<file path="config.mk">
export PLATFORM = sky130hd
export DESIGN_NAME = stuffed_stream_uart_tx
export DESIGN_NICKNAME = d
export VERILOG_FILES = /design/src/rtl/stuffed_stream_uart_tx.sv
export SDC_FILE = /design/constraint.sdc
export NUM_CORES = 2
export LEC_CHECK = 0
export BUFFER_PORTS_ARGS = -buffer_cell sky130_fd_sc_hd__buf_2
export CAP_MARGIN = 15
export CELL_PAD_IN_SITES_DETAIL_PLACEMENT = 0
export CELL_PAD_IN_SITES_GLOBAL_PLACEMENT = 1
export CORE_MARGIN = 10
export CORE_UTILIZATION = 40
export DETAILED_ROUTE_END_ITERATION = 7
export HOLD_SLACK_MARGIN = 0.05
export PLACE_DENSITY = 0.71
export RECOVER_POWER = 50
export SLEW_MARGIN = 15
export SYNTH_ARGS = -nofsm -noshare
export SYNTH_HDL_FRONTEND = slang
export SYNTH_SLANG_ARGS = --single-unit
</file>
<file path="constraint.sdc">
create_clock -name clock -period 9.4 [get_ports clock]
set_input_delay 1.88 -clock clock [delete_from_list [all_inputs] [get_ports clock]]
set_output_delay 1.88 -clock clock [all_outputs]
set_load 0.05 [all_outputs]
</file>
<file path="src/rtl/stuffed_stream_uart_tx.sv">
// Buffers the stuffer's byte stream in a FIFO and sends it as 8N1 UART.
// Flags dropped bytes and pulses frame_end once a delimited frame has fully left the wire.
module stuffed_stream_uart_tx #(
    parameter logic [6:0] clock_divider   = 7'd6,
    parameter int         fifo_depth_log2 = 9
) (
    input  logic                     clock,
    input  logic                     nreset,
    input  logic                     data_in_valid,
    input  logic [7:0]               data_in,
    input  logic                     vsync_in,
    output logic                     uart_tx,
    output logic                     busy,
    output logic [fifo_depth_log2:0] fifo_count,
    output logic                     overflow,
    output logic                     frame_end
);

    localparam int DEPTH = 1 << fifo_depth_log2;

    typedef enum logic [1:0] {IDLE, START, DATA, STOP} state_t;

    state_t                     state;
    logic [7:0]                 mem [DEPTH];
    logic [fifo_depth_log2-1:0] wr_ptr;
    logic [fifo_depth_log2-1:0] rd_ptr;
    logic [6:0]                 baud_cnt;
    logic [2:0]                 bit_idx;
    logic [7:0]                 shift;
    logic                       vsync_q;
    logic                       pending;

    logic baud_last, fifo_empty, fifo_full, pop, push, vsync_fall, fire;

    assign baud_last  = (baud_cnt == clock_divider - 7'd1);
    assign fifo_empty = (fifo_count == '0);
    // count never exceeds DEPTH, so its MSB alone means full
    assign fifo_full  = fifo_count[fifo_depth_log2];
    assign pop        = !fifo_empty && ((state == IDLE) || (state == STOP && baud_last));
    assign push       = data_in_valid && (!fifo_full || pop);
    assign vsync_fall = vsync_q && !vsync_in;
    assign fire       = pending && (state == IDLE) && fifo_empty;

    always_ff @(posedge clock) begin
        if (push) mem[wr_ptr] <= data_in;
    end

    always_ff @(posedge clock or negedge nreset) begin
        if (!nreset) begin
            wr_ptr     <= '0;
            rd_ptr     <= '0;
            fifo_count <= '0;
            overflow   <= 1'b0;
        end else begin
            if (push) wr_ptr <= wr_ptr + 1'b1;
            if (pop)  rd_ptr <= rd_ptr + 1'b1;
            case ({push, pop})
                2'b10:   fifo_count <= fifo_count + 1'b1;
                2'b01:   fifo_count <= fifo_count - 1'b1;
                default: fifo_count <= fifo_count;
            endcase
            if (data_in_valid && !push) overflow <= 1'b1;
        end
    end

    always_ff @(posedge clock or negedge nreset) begin
        if (!nreset) begin
            state     <= IDLE;
            baud_cnt  <= '0;
            bit_idx   <= '0;
            shift     <= '0;
            uart_tx   <= 1'b1;
            busy      <= 1'b0;
            frame_end <= 1'b0;
            vsync_q   <= 1'b0;
            pending   <= 1'b0;
        end else begin
            // line level follows the state one cycle later, so every bit keeps its full width
            uart_tx   <= (state == START) ? 1'b0 : (state == DATA) ? shift[bit_idx] : 1'b1;
            busy      <= (state != IDLE) || !fifo_empty;
            frame_end <= fire;
            pending   <= vsync_fall || (pending && !fire);
            vsync_q   <= vsync_in;
            case (state)
                IDLE: begin
                    if (pop) begin
                        shift    <= mem[rd_ptr];
                        baud_cnt <= '0;
                        state    <= START;
                    end
                end
                START: begin
                    if (baud_last) begin
                        baud_cnt <= '0;
                        bit_idx  <= '0;
                        state    <= DATA;
                    end else begin
                        baud_cnt <= baud_cnt + 7'd1;
                    end
                end
                DATA: begin
                    if (baud_last) begin
                        baud_cnt <= '0;
                        if (bit_idx == 3'd7) state <= STOP;
                        else                 bit_idx <= bit_idx + 3'd1;
                    end else begin
                        baud_cnt <= baud_cnt + 7'd1;
                    end
                end
                STOP: begin
                    if (baud_last) begin
                        baud_cnt <= '0;
                        if (pop) begin
                            shift <= mem[rd_ptr];
                            state <= START;
                        end else begin
                            state <= IDLE;
                        end
                    end else begin
                        baud_cnt <= baud_cnt + 7'd1;
                    end
                end
                default: state <= IDLE;
            endcase
        end
    end

endmodule

</file>
==> PnR_summary.wiki <==
{| class="wikitable"
! Metric !! Value
|-
| Number of enable flip-flop cells after synthesis || 4096
|-
| Layout filler cell count || 33381
|-
| Cell type group with the largest total delay on the critical path || buffers and inverters
|-
| Leakage power summed over all cells || 56.08 nW
|-
| Total wire length after detailed routing || 454.2 mm
|-
| Global route overflow || 0
|-
| Number of vias after detailed routing || 82474
|-
| Core area || 402600 sq um
|-
| Worst-Margin Slew || 6872 ps
|-
| Violations in the final reports || capacitance limit, slew limit
|-
| Maximum number of pins on one net before global-route repair || 179
|-
| Clock net sink count || 4150
|-
| Fraction of registers with async set/reset || 1.301%
|-
| Initial standard-cell utilization of the core || 40.14%
|-
| Number of search-and-repair iterations in the first detailed-routing pass || 6
|-
| Number of resized instances in the post-cts repair step || 0
|-
| Weighted congestion reported at the end of routability-driven placement || 0.8524
|-
| Number of buffers between clock root and the deepest sink || 4
|-
| Post-Place Cell Area || 167900 sq um
|-
| Insertion delay of the later-clocked pin in the worst-skew pair || 980 ps
|-
| Global-route wire length before repair || 638.6 mm
|-
| Number of synthesized register bits || 4150
|-
| Number of buffers created by CTS || 413
|-
| Max capacitance violation total || 24
|-
| Slowest CP cell || sky130_fd_sc_hd__clkbuf_2
|-
| Cell chosen for the clock root || sky130_fd_sc_hd__clkbuf_16
|-
| Setup crit end kind || flip-flop
|-
| Post-Synth Adder-Cell Area || 0.1394%
|-
| Routed wire per std cell || 33.25 um
|-
| Total count of hold-check failures in the final report || 0
|-
| Least setup slack across all paths after layout || 1996 ps
|-
| Worst endpoint required time || 9630 ps
|-
| Number of warnings reported in the yosys synthesis log || 0
|-
| # hold bufs at CTS || 0
|-
| Post-Syn Area || 161600 sq um
|-
| Via count of the first global-routing pass || 81803
|-
| Leading post-synthesis cells by cell area || sky130_fd_sc_hd__edfxtp_1 (76%), sky130_fd_sc_hd__mux4_2 (13%), sky130_fd_sc_hd__mux2i_1 (2.5%), sky130_fd_sc_hd__nor2_1 (1.4%), sky130_fd_sc_hd__dfrtp_1 (0.82%)
|-
| Chain of cells forming the critical path || clkbuf_1 > clkbuf_2
|-
| Part of the Yosys area used for sequential elements || 76.94%
|-
| Initial antenna violation count || 24
|-
| Power density cells || 290.3 nW/um^2
|-
| Mean Syn Cell Area || 20.83 sq um
|-
| Top fanout value on the critical path || 162
|-
| Highest Clock Rate || 0.1351 GHz
|-
| DIE WIDTH || 655.6 um
|-
| Number of top-level design ports || 26
|-
| Pre-CTS worst setup slack || 3249 ps
|-
| Crit Path Category || input port to flip-flop
|-
| Synthesized-area fraction occupied by xor and xnor cells || 0.1843%
|-
| Layout area overhead || 12.30%
|-
| Port-buffer cells || 25
|-
| Number of distinct library cells after synthesis || 73
|-
| Critical Path Source Type || input port
|-
| Number of DRC markers after the initial detailed-route iteration || 12313
|-
| Final antenna-violating net count || 0
|-
| Final period util || 78.76%
|-
| Post-synthesis share of cell area spent on and, or, nand and nor gates || 2.494%
|-
| Ys flop type || sky130_fd_sc_hd__edfxtp_1
|-
| Setup repair after global routing missed its margin || false
|-
| Class of the tightest hold or removal check || flip-flop to flip-flop
|-
| Setup skew after layout || 53.76 ps
|-
| HPWL after detailed placement || 267.9 mm
|-
| Data arrival at the endpoint of the critical path || 7630 ps
|-
| Library cell occupying the most area in the post-synthesis netlist || sky130_fd_sc_hd__edfxtp_1
|-
| Aggregate negative setup slack || 0 ps
|-
| Total number of H-tree levels || 5
|-
| Share of the synthesized area in the top cell type || 76.11%
|-
| Peak VDD IR || 267.6 uV
|-
| Worst rel slew slack || -358.1%
|-
| Final setup violation count || 0
|-
| Global-route usage over all layers || 20.43%
|-
| Post-synthesis net count || 7789
|-
| Result of the run || finished with violations
|-
| Chip height || 655.6 um
|-
| Minimum period implied by the final worst setup slack || 7404 ps
|-
| Buffer and inverter count on the worst path || 2
|-
| Total Nets Final || 7919
|-
| Clock tree from TritonCTS || yes
|-
| Sequential cell area || 124400 sq um
|-
| Fraction of layout cells with a size suffix above 1 || 21.83%
|-
| Reg clk slew, reported paths || 60 ps
|-
| Count of pins over their slew limit || 2207
|-
| Crit-path max cell delay || 2710 ps
|-
| Commonest non-fill, non-tap cell in the layout || sky130_fd_sc_hd__edfxtp_1
|-
| Dominant combinational cell family by area after synthesis || multiplexers
|-
| Die footprint || 429900 sq um
|-
| Cell row count || 233
|-
| Gate count after technology mapping || 7759
|-
| Synthesized-area fraction occupied by ao, oa, aoi and oai cells || 3.274%
|-
| Per-cell via count in the routed design || 6.038
|-
| Fraction of synthesized area in multiplexers || 15.24%
|-
| DRC violation count after routing || 0
|-
| Post-route standard cell area excluding fillers || 181500 sq um
|-
| Post-CTS setup buffers || 0
|-
| Most used cells in the layout excluding fill and tap cells || sky130_fd_sc_hd__edfxtp_1 (4096), sky130_fd_sc_hd__mux4_2 (907), sky130_fd_sc_hd__nor2_1 (575)
|-
| Area used by multi-input combinational logic || 34740 sq um
|}
## power breakdown
group / switching (mW) / leakage, nW / internal, mW
clock network: 7.18 / 6.71 / 9.60
registers: 0.354 / 37.4 / 20.5
logic: 9.50 / 11.9 / 5.54
total: 17.0 / 56.1 / 35.7
## area by class of cell
type	count	area share [%]
flip-flops and latches	4150	68.53
well taps	5405	3.726
inverters	19	0.04205
clock inverters	290	1.717
clock buffers	478	5.886
diodes	12	0.01655
repair buffers	201	0.9403
multi-input cells	3104	19.14
## cell families (layout without fill, tap and decap cells)
logic type,count (synthesis),after routing
mux,1323,1323
fa+ha+maj,18,18
compound gates,763,763
simple gates,966,966
xor+xnor,34,34
buf+inv,505,988
other cells,0,12
flops,4150,4150
## stage by stage
| stage | std cells | power (mW) | hold WS (ps) | utilization (%) |
|---|---|---|---|---|
| 6_report | 13659 | 52.69 | 474.1 | 45.08 |
| 3_5_place_dp | 12879 | 36.11 | 465.7 | 41.70 |
| 3_3_place_gp | 12879 | 36.04 | 456.4 | 41.70 |
| 5_1_grt | 13648 | 54.07 | 492.0 | 45.07 |
| 4_1_cts | 13647 | 52.69 | 479.6 | 45.12 |
| 2_1_floorplan | 7759 | 30.35 | 442.3 | - |
## path summary, 6_finish.rpt
| kind | startpoint | endpoint | slack [ps] | depth (start not counted) |
|---|---|---|---|---|
| hold reg to reg | overflow$_DFFE_PN0P_ | overflow$_DFFE_PN0P_ | 470 | 1 |
| min in group asynchronous | nreset | fifo_count[3]$_DFFE_PN0P_ | 2230 | 2 |
| setup / recovery | data_in[7] | mem[62][7]$_DFFE_PP_ | 2000 | 2 |
| max in group asynchronous | nreset | rd_ptr[1]$_DFFE_PN0P_ | 4580 | 2 |
| setup reg to reg | rd_ptr[0]$_DFFE_PN0P_ | shift[5]$_DFFE_PN0P_ | 3200 | 9 |
| hold / removal | overflow$_DFFE_PN0P_ | overflow$_DFFE_PN0P_ | 470 | 1 |
## per-layer routing
metal	global-route usage [%]	wire [um]	up-vias
li1	-	-	32604
met1	28.51	175300	43973
met2	31.24	209000	5028
met3	4.970	50480	857
met4	7.683	19300	12
met5	0	78	-
## synth_stat cells (8+ instances only)
cell and n:
sky130_fd_sc_hd__a2111oi_0 9, sky130_fd_sc_hd__a211oi_1 31, sky130_fd_sc_hd__a21oi_1 148, sky130_fd_sc_hd__a221oi_1 75, sky130_fd_sc_hd__a22o_1 29, sky130_fd_sc_hd__a22oi_1 146
sky130_fd_sc_hd__a31oi_1 27, sky130_fd_sc_hd__and3_1 14, sky130_fd_sc_hd__buf_1 25, sky130_fd_sc_hd__buf_2 133, sky130_fd_sc_hd__buf_4 47, sky130_fd_sc_hd__buf_6 60
sky130_fd_sc_hd__buf_8 9, sky130_fd_sc_hd__clkbuf_1 212, sky130_fd_sc_hd__dfrtp_1 53, sky130_fd_sc_hd__edfxtp_1 4096, sky130_fd_sc_hd__ha_1 18, sky130_fd_sc_hd__inv_1 16
sky130_fd_sc_hd__mux2_2 16, sky130_fd_sc_hd__mux2i_1 399, sky130_fd_sc_hd__mux4_2 907, sky130_fd_sc_hd__nand2_1 178, sky130_fd_sc_hd__nand2b_1 13, sky130_fd_sc_hd__nand3_1 72
sky130_fd_sc_hd__nand4_1 18, sky130_fd_sc_hd__nor2_1 589, sky130_fd_sc_hd__nor2b_1 13, sky130_fd_sc_hd__nor3_1 30, sky130_fd_sc_hd__o211ai_1 23, sky130_fd_sc_hd__o21ai_0 102
sky130_fd_sc_hd__o221ai_1 56, sky130_fd_sc_hd__o22ai_1 59, sky130_fd_sc_hd__o31ai_1 8, sky130_fd_sc_hd__xnor2_1 23, sky130_fd_sc_hd__xor2_1 11
## flip-flops by register name, indices dropped and copies added (netlist names), 2 cells and up
register	flops
mem	4096
baud_cnt	7
shift	8
rd_ptr	9
wr_ptr	9
bit_idx	3
fifo_count	10
state	2
No activity file was read; power rests on OpenSTA's default activity.
